==> src/rtl/nx_fifo_rd_pkg.sv <==
// Shared constants and elaboration helpers for the nx_fifo read-side stream reader.
package nx_fifo_rd_pkg;

    localparam int FIFO_W = 64;

    function automatic bit legal_out_w(input int w);
        return (w == 8) || (w == 16) || (w == 32) || (w == 64);
    endfunction

    function automatic int ratio(input int w);
        return FIFO_W / w;
    endfunction

    // A 1-bit index is kept even when a word is a single beat.
    function automatic int idx_w(input int w);
        return (ratio(w) > 1) ? $clog2(ratio(w)) : 1;
    endfunction

endpackage

==> src/rtl/nx_fifo_rd_unpack.sv <==
// Holds one popped FIFO word and walks it out as OUT_W slices, LSB slice first.
module nx_fifo_rd_unpack
    import nx_fifo_rd_pkg::*;
#(
    parameter int OUT_W = 32
) (
    input  logic              clk,
    input  logic              rst_n,
    input  logic              clear,
    input  logic              load,
    input  logic [FIFO_W-1:0] load_data,
    input  logic              advance,
    input  logic              rel,
    output logic              held,
    output logic [OUT_W-1:0]  out_data,
    output logic              out_last
);

    localparam int RATIO = ratio(OUT_W);
    localparam int IDX_W = idx_w(OUT_W);
    localparam logic [IDX_W-1:0] LAST_IDX = IDX_W'(RATIO - 1);

    logic [FIFO_W-1:0] buf_q, buf_d;
    logic [IDX_W-1:0]  idx_q, idx_d;
    logic              held_q, held_d;

    // Load beats release so the next word follows the last beat with no bubble.
    always_comb begin
        buf_d  = buf_q;
        idx_d  = idx_q;
        held_d = held_q;
        if (clear) begin
            held_d = 1'b0;
            idx_d  = '0;
        end else if (load) begin
            buf_d  = load_data;
            idx_d  = '0;
            held_d = 1'b1;
        end else if (rel) begin
            held_d = 1'b0;
            idx_d  = '0;
        end else if (advance) begin
            idx_d  = idx_q + IDX_W'(1);
        end
    end

    always_ff @(posedge clk or negedge rst_n) begin
        if (!rst_n) begin
            buf_q  <= '0;
            idx_q  <= '0;
            held_q <= 1'b0;
        end else begin
            buf_q  <= buf_d;
            idx_q  <= idx_d;
            held_q <= held_d;
        end
    end

    generate
        if (RATIO == 1) begin : g_full
            assign out_data = buf_q;
        end else begin : g_slice
            assign out_data = buf_q[idx_q*OUT_W +: OUT_W];
        end
    endgenerate

    assign held     = held_q;
    assign out_last = held_q && (idx_q == LAST_IDX);

endmodule

==> src/rtl/nx_fifo_stream_reader.sv <==
// Pops 64-bit words from nx_fifo and streams them downstream as OUT_W beats.
module nx_fifo_stream_reader
    import nx_fifo_rd_pkg::*;
#(
    parameter int OUT_W = 32,
    parameter int CNT_W = 16
) (
    input  logic              clk,
    input  logic              rst_n,
    input  logic              enable,
    input  logic              clear,
    input  logic              fifo_empty,
    input  logic [FIFO_W-1:0] fifo_rdata,
    output logic              fifo_ren,
    output logic              out_valid,
    input  logic              out_ready,
    output logic [OUT_W-1:0]  out_data,
    output logic              out_last,
    output logic [CNT_W-1:0]  word_cnt,
    output logic              busy
);

    generate
        if (!legal_out_w(OUT_W)) begin : g_bad_out_w
            $error("nx_fifo_stream_reader: OUT_W must be 8, 16, 32 or 64");
        end
    endgenerate

    logic             held, last, xfer;
    logic [CNT_W-1:0] word_cnt_q, word_cnt_d;

    assign xfer = held && out_ready;

    // rst_n gates the pop so a FIFO is never drained while the reader is in reset.
    assign fifo_ren = rst_n && enable && !clear && !fifo_empty &&
                      (!held || (out_ready && last));

    always_comb begin
        word_cnt_d = word_cnt_q;
        if (fifo_ren) word_cnt_d = word_cnt_q + CNT_W'(1);
    end

    always_ff @(posedge clk or negedge rst_n) begin
        if (!rst_n) word_cnt_q <= '0;
        else        word_cnt_q <= word_cnt_d;
    end

    nx_fifo_rd_unpack #(.OUT_W(OUT_W)) u_unpack (
        .clk       (clk),
        .rst_n     (rst_n),
        .clear     (clear),
        .load      (fifo_ren),
        .load_data (fifo_rdata),
        .advance   (xfer && !last),
        .rel       (xfer && last),
        .held      (held),
        .out_data  (out_data),
        .out_last  (last)
    );

    assign out_valid = held;
    assign out_last  = last;
    assign busy      = held;
    assign word_cnt  = word_cnt_q;

endmodule
==> config.mk <==
export PLATFORM = sky130hd
export DESIGN_NAME = nx_fifo_stream_reader
export DESIGN_NICKNAME = d
export VERILOG_FILES = /design/src/rtl/nx_fifo_rd_pkg.sv /design/src/rtl/nx_fifo_rd_unpack.sv /design/src/rtl/nx_fifo_stream_reader.sv
export SDC_FILE = /design/constraint.sdc
export NUM_CORES = 1
export LEC_CHECK = 0
export BUFFER_PORTS_ARGS = -buffer_cell sky130_fd_sc_hd__buf_2
export CORE_MARGIN = 2
export CORE_UTILIZATION = 54
export DETAILED_ROUTE_END_ITERATION = 12
export PLACE_DENSITY = 0.84
export SLEW_MARGIN = 0
export SYNTH_ARGS = -nofsm -noshare
export SYNTH_HDL_FRONTEND = slang
export SYNTH_SLANG_ARGS = --single-unit
==> constraint.sdc <==
create_clock -name clk -period 2.43 [get_ports clk]
set_input_delay 0.243 -clock clk [delete_from_list [all_inputs] [get_ports clk]]
set_output_delay 0.243 -clock clk [all_outputs]
set_load 0.005 [all_outputs]
-- After elaboration in Yosys (flattened, before gate mapping)
Index checks and enable logic that the tools add are counted.
- $add $sub $neg: 2
- shift-type cells: 1
- muxes and demuxes: 7
- bitwise gates (word level): 1
- reduce and logical (&&, ||, !) cells: 17
- operators with widths (operator ; number):
    $shiftx A64 B7 Y32 ; 1
    $add A16 B1 Y16 const B ; 1
    $logic_and A1 B1 Y1 ; 9
    $mux W1 ; 7
    $logic_not A1 Y1 ; 4
    $reduce_bool A4 Y1 ; 1
    $reduce_bool A3 Y1 ; 1
    $reduce_and A2 Y1 ; 1
    $add A1 B1 Y1 const B ; 1
    $logic_or A1 B1 Y1 ; 1
    $not A1 Y1 ; 1
- register bits after elaboration: 82
- bits of input ports: 70
- output and inout port bits: 52
- logic and storage cells: 32

-- Logic depth before layout (Yosys ltp)
- depth in word-level cells: 7
- gate-level depth with buffers: 8
- gate-level depth less buffers: 5

-- Hierarchy
From an unflattened synthesis, not the netlist that was laid out.
- cells, all modules: 248
- area, all modules: 3931.3 um^2
- by module, submodules not included (module ; times used ; cells each ; area an instance (um^2) ; seq. area each (um^2)):
    nx_fifo_rd_unpack ; 1 ; 180 ; 3170.5 ; 1651.6
    nx_fifo_stream_reader ; 1 ; 68 ; 760.7 ; 400.4

-- Worst setup path after synthesis
Ideal clock, no wire load.
- path type: reg-to-reg
- from: register u_unpack.idx_q
- to: register u_unpack.buf_q[11]
- setup time: 125 ps
- data arrival time: 1493 ps
- data required time: 2305 ps
- setup slack: 812 ps
- cell stages (with the launch flop): 8
- path buffers: 4
- clock period less this slack: 1618 ps
- path through: dfrtp_1 -> buf_6 -> a21bo_1 -> and2_4 -> buf_6 -> buf_6 -> buf_6 -> mux2_4
- word-level cells in the longest chain between the ends: 5
- ends and longest elaborated chain (item ; RTL line ; RTL):
    from (decl) ; nx_fifo_rd_unpack.sv:24 ; logic [IDX_W-1:0] idx_q, idx_d;
    from (signal assigned) ; nx_fifo_rd_unpack.sv:54 ; idx_q <= idx_d;
    $logic_and A1 B1 Y1 ; nx_fifo_rd_unpack.sv:68 ; assign out_last = held_q && (idx_q == LAST_IDX);
    $logic_and A1 B1 Y1 ; nx_fifo_stream_reader.sv:36 ; (!held || (out_ready && last));
    $logic_or A1 B1 Y1 ; nx_fifo_stream_reader.sv:36 ;
    $logic_and A1 B1 Y1 ; nx_fifo_stream_reader.sv:35 ; assign fifo_ren = rst_n && enable && !clear && !fifo_empty &&
    $reduce_and A2 Y1 (no line) ; - ;
    to (signal assigned) ; nx_fifo_rd_unpack.sv:53 ; buf_q <= buf_d;
    to (decl) ; nx_fifo_rd_unpack.sv:23 ; logic [FIFO_W-1:0] buf_q, buf_d;
Every way passes these cells.
A chain may end at the register's enable or synchronous reset.

-- Worst setup path in the final report
- from: register u_unpack.held_q, in the netlist u_unpack.held
- to: output port fifo_ren
- word-level cells in the longest chain between the ends: 4
- elaborated cells between the ends (all ways): 5
- classes of those cells: reduce/logical: 5
- ends and longest elaborated chain (item ; RTL line ; RTL):
    from (decl) ; nx_fifo_rd_unpack.sv:25 ; logic held_q, held_d;
    from (signal assigned) ; nx_fifo_rd_unpack.sv:55 ; held_q <= held_d;
    $logic_and A1 B1 Y1 ; nx_fifo_rd_unpack.sv:68 ;
    $logic_and A1 B1 Y1 ; nx_fifo_stream_reader.sv:36 ;
    $logic_or A1 B1 Y1 (*) ; nx_fifo_stream_reader.sv:36 ;
    $logic_and A1 B1 Y1 (*) ; nx_fifo_stream_reader.sv:35 ;
    to (decl) ; nx_fifo_stream_reader.sv:14 ; output logic fifo_ren,
Every way passes the cells marked *; elsewhere a longest branch is shown, timed or not.

==> summary.txt <==
Fillers: 469
number of distinct library cells after synthesis: 27
outcome: finished, final reports clean
critical path fanouts, max: 32
startpoint types: register
HPWL after DPL: 5120 um
design internal power: 2.78 mW
1st-pass router iterations: 4
switch share: 25.8%
starting density of the core: 55.4%
synthesis-to-layout area growth: 23.3%
worst hold start: clear
leakage power: 2.28 nW
Cells after Synth: 245
switching power: 0.965 mW
clock sink count: 82
Syn Std Cell Area: 0.00372 mm^2
wire length per cell: 16.5 um
initial drt markers: 60
CP arrival: 1790 ps
CTS tree: yes
part of the power in the clock network: 29.6%
Final Util: 68.3%
Async S/R FF share, synth: 100%
fmax: 0.492 GHz
Ant. Diodes: 0
height of the die: 87.1 um
Die ar.: 0.00758 mm^2
drt via density: 5.19
setup TNS: 0 ps
IO buf count: 121
Die W: 87.1 um
CP Class: register to primary output
Clock Pin Slew Worst Setup and Hold Paths: 90 ps
Peak VDD IR: 0.409 mV
hold path endpoint: u_unpack.idx_q
Post-synth EDFFs: 0
DRC viols: 0
Flop pwr share: 48.7%
register-to-register setup slack: 680 ps
core area: 0.00672 mm^2
worst path required time: 2190 ps
CTS Buf Count: 9
largest net degree at the start of global routing: 83
Fin Hold WS: 61.6 ps
global route overflow: 0
max_slew headroom: 32.0%
hold depth: 2
# rows: 30
predominant post-synthesis flop cell: dfrtp_1
most common cell in the netlist: dfrtp_1
Post-DP Area: 0.00437 mm^2
cell taking the most area after synthesis: dfrtp_1
Worst Max-Slew Pin Slew: 1020 ps
Avg Synthesized Cell Area: 15.2 um^2
Warnings, synthesis: 0
pwr/cell area: 815 mW/mm^2
Routed Antenna Nets: 0
top-area cell type share of the netlist area: 55.1%
final hold viol count: 0
HP Class: input port to register
R2R cell count: 4
Max Clock Skew: 12.6 ps
Worst Setup End Kind: primary output
Final Cycle Share: 83.6%
total track usage: 19.9%
synth cell count leaders: 82 x dfrtp_1, 67 x mux2_2, 30 x mux2_4, 8 x xnor2_1, 7 x xor2_1
Logic pwr share: 21.7%
layout cells sized above 1: 64.8%
RSZ-0062 raised after global routing: false
min Tclk post-route: 2030 ps
Final #Nets: 438
Worst-Skew Late Latency: 350 ps
Post-CTS Repair Setup Buffers: 0
GPL Wtd Cong: 0.748
register area share after synthesis: 55.1%
max-slew violation count: 0
vias in the first global route: 2,375
routed vias: 2,348
first-pass GRT wire length: 11,500 um
Syn Nets: 316
DRT Wirelength: 7460 um
flops & latches, synth: 82
I/O pin count: 122
Reg-to-Reg End: u_unpack.buf_q[55]
final instance area: 0.00459 mm^2
initial antenna violation count: 0
htree depth: 3
maxcap violations: 0
clk root buf: clkbuf_8
clock buffer depth: 2
r2r startpoint: u_unpack.held
Post-CTS Resized: 0
largest cells by area after synthesis: dfrtp_1 55%, mux2_2 20%, mux2_4 12%
final setup vio count: 0
post-cts hold buffer count: 0
stage by stage:
| step | cells | total power [mW] | worst slack (ps) |
|---|---|---|---|
| after floorplan | 245 | 2.31 | 812 |
| after global placement | 436 | 2.61 | 704 |
| after detailed placement | 436 | 2.66 | 665 |
| after CTS | 452 | 3.77 | 374 |
| after global routing | 452 | 3.92 | 301 |
| final | 452 | 3.74 | 399 |
cells by family after synthesis:
group | Yosys count | share of synthesized area, %
and+or+nand+nor | 30 | 4.77
DFF | 82 | 55.1
AOI/OAI and AO/OA | 4 | 0.806
adders and majority gates | 1 | 0.336
buffers and inverters | 16 | 3.12
muxes | 97 | 32.3
xor gates and xnor gates | 15 | 3.53
sequential cells by signal, indices dropped and copies added, names as in the netlist:
name	cells
word_cnt	16
u_unpack.held	1
u_unpack.buf_q	64
u_unpack.idx_q	1
layout make-up:
class / count / area (um^2) / area share (%)
clock buffer: 9 / 124 / 2.70
clock inverter: 7 / 101 / 2.21
inverter: 2 / 7.51 / 0.163
multi-input combinational: 147 / 1560 / 33.9
sequential: 82 / 2050 / 44.7
tap: 80 / 100 / 2.18
timing repair buffer: 125 / 651 / 14.2
worst max path at each step:
stage                               from                 end  slack (ps)  cells after the start
after CTS                  u_unpack.held            fifo_ren         370                      4
final                      u_unpack.held            fifo_ren         400                      4
after global routing       u_unpack.held            fifo_ren         300                      4
after floorplan           u_unpack.idx_q  u_unpack.buf_q[11]         810                      7
after detailed placement           clear         word_cnt[1]         660                      5
after global placement             clear  u_unpack.buf_q[55]         700                      5
placed cells by master, fill, tap and decap left out:
cell | netlist | layout
mux2_4 | 30 | 30
inv_1 | 2 | 2
clkinv_4 | 0 | 1
or2_2 | 1 | 1
xnor2_1 | 8 | 8
and2_1 | 1 | 1
a21o_1 | 1 | 1
nand3_1 | 5 | 5
and4_1 | 3 | 3
dfrtp_1 | 82 | 82
mux2_2 | 67 | 67
nor2_1 | 1 | 1
nor3_1 | 3 | 3
o21bai_1 | 1 | 1
inv_6 | 0 | 2
nor3b_1 | 1 | 1
clkbuf_8 | 0 | 9
buf_4 | 2 | 4
buf_12 | 0 | 1
clkinvlp_4 | 0 | 2
and3_1 | 3 | 3
and2_4 | 1 | 1
ha_1 | 1 | 1
nand4_1 | 4 | 4
and4bb_2 | 1 | 1
a21oi_1 | 1 | 1
nand2_1 | 6 | 6
xor2_1 | 7 | 7
a21bo_1 | 1 | 1
buf_2 | 3 | 120
bufinv_16 | 0 | 2
per-layer routing:
metal / GRT usage [%] / up-vias / share of wire [%]
li1: - / 1114 / -
met1: 26.5 / 1145 / 44
met2: 31.6 / 82 / 48
met3: 4.55 / 7 / 6.9
met4: 7.81 / 0 / 1.2
met5: 0 / - / 0
worst max-delay path, stage by stage, from the launching register on:
cell and delay [ps]:
dfrtp_1 420, a21bo_1 260, and2_4 180, buf_4 380, buf_2 190
power groups by stage:
stage	clock (mW)	combinational, mW	sequential [mW]
final	1.11	0.812	1.82
after global routing	1.18	0.884	1.85
after CTS	1.12	0.826	1.82
after detailed placement	0	0.816	1.85
after global placement	0	0.793	1.82
after floorplan	0	0.522	1.79
Power figures use the tool's default switching activity.
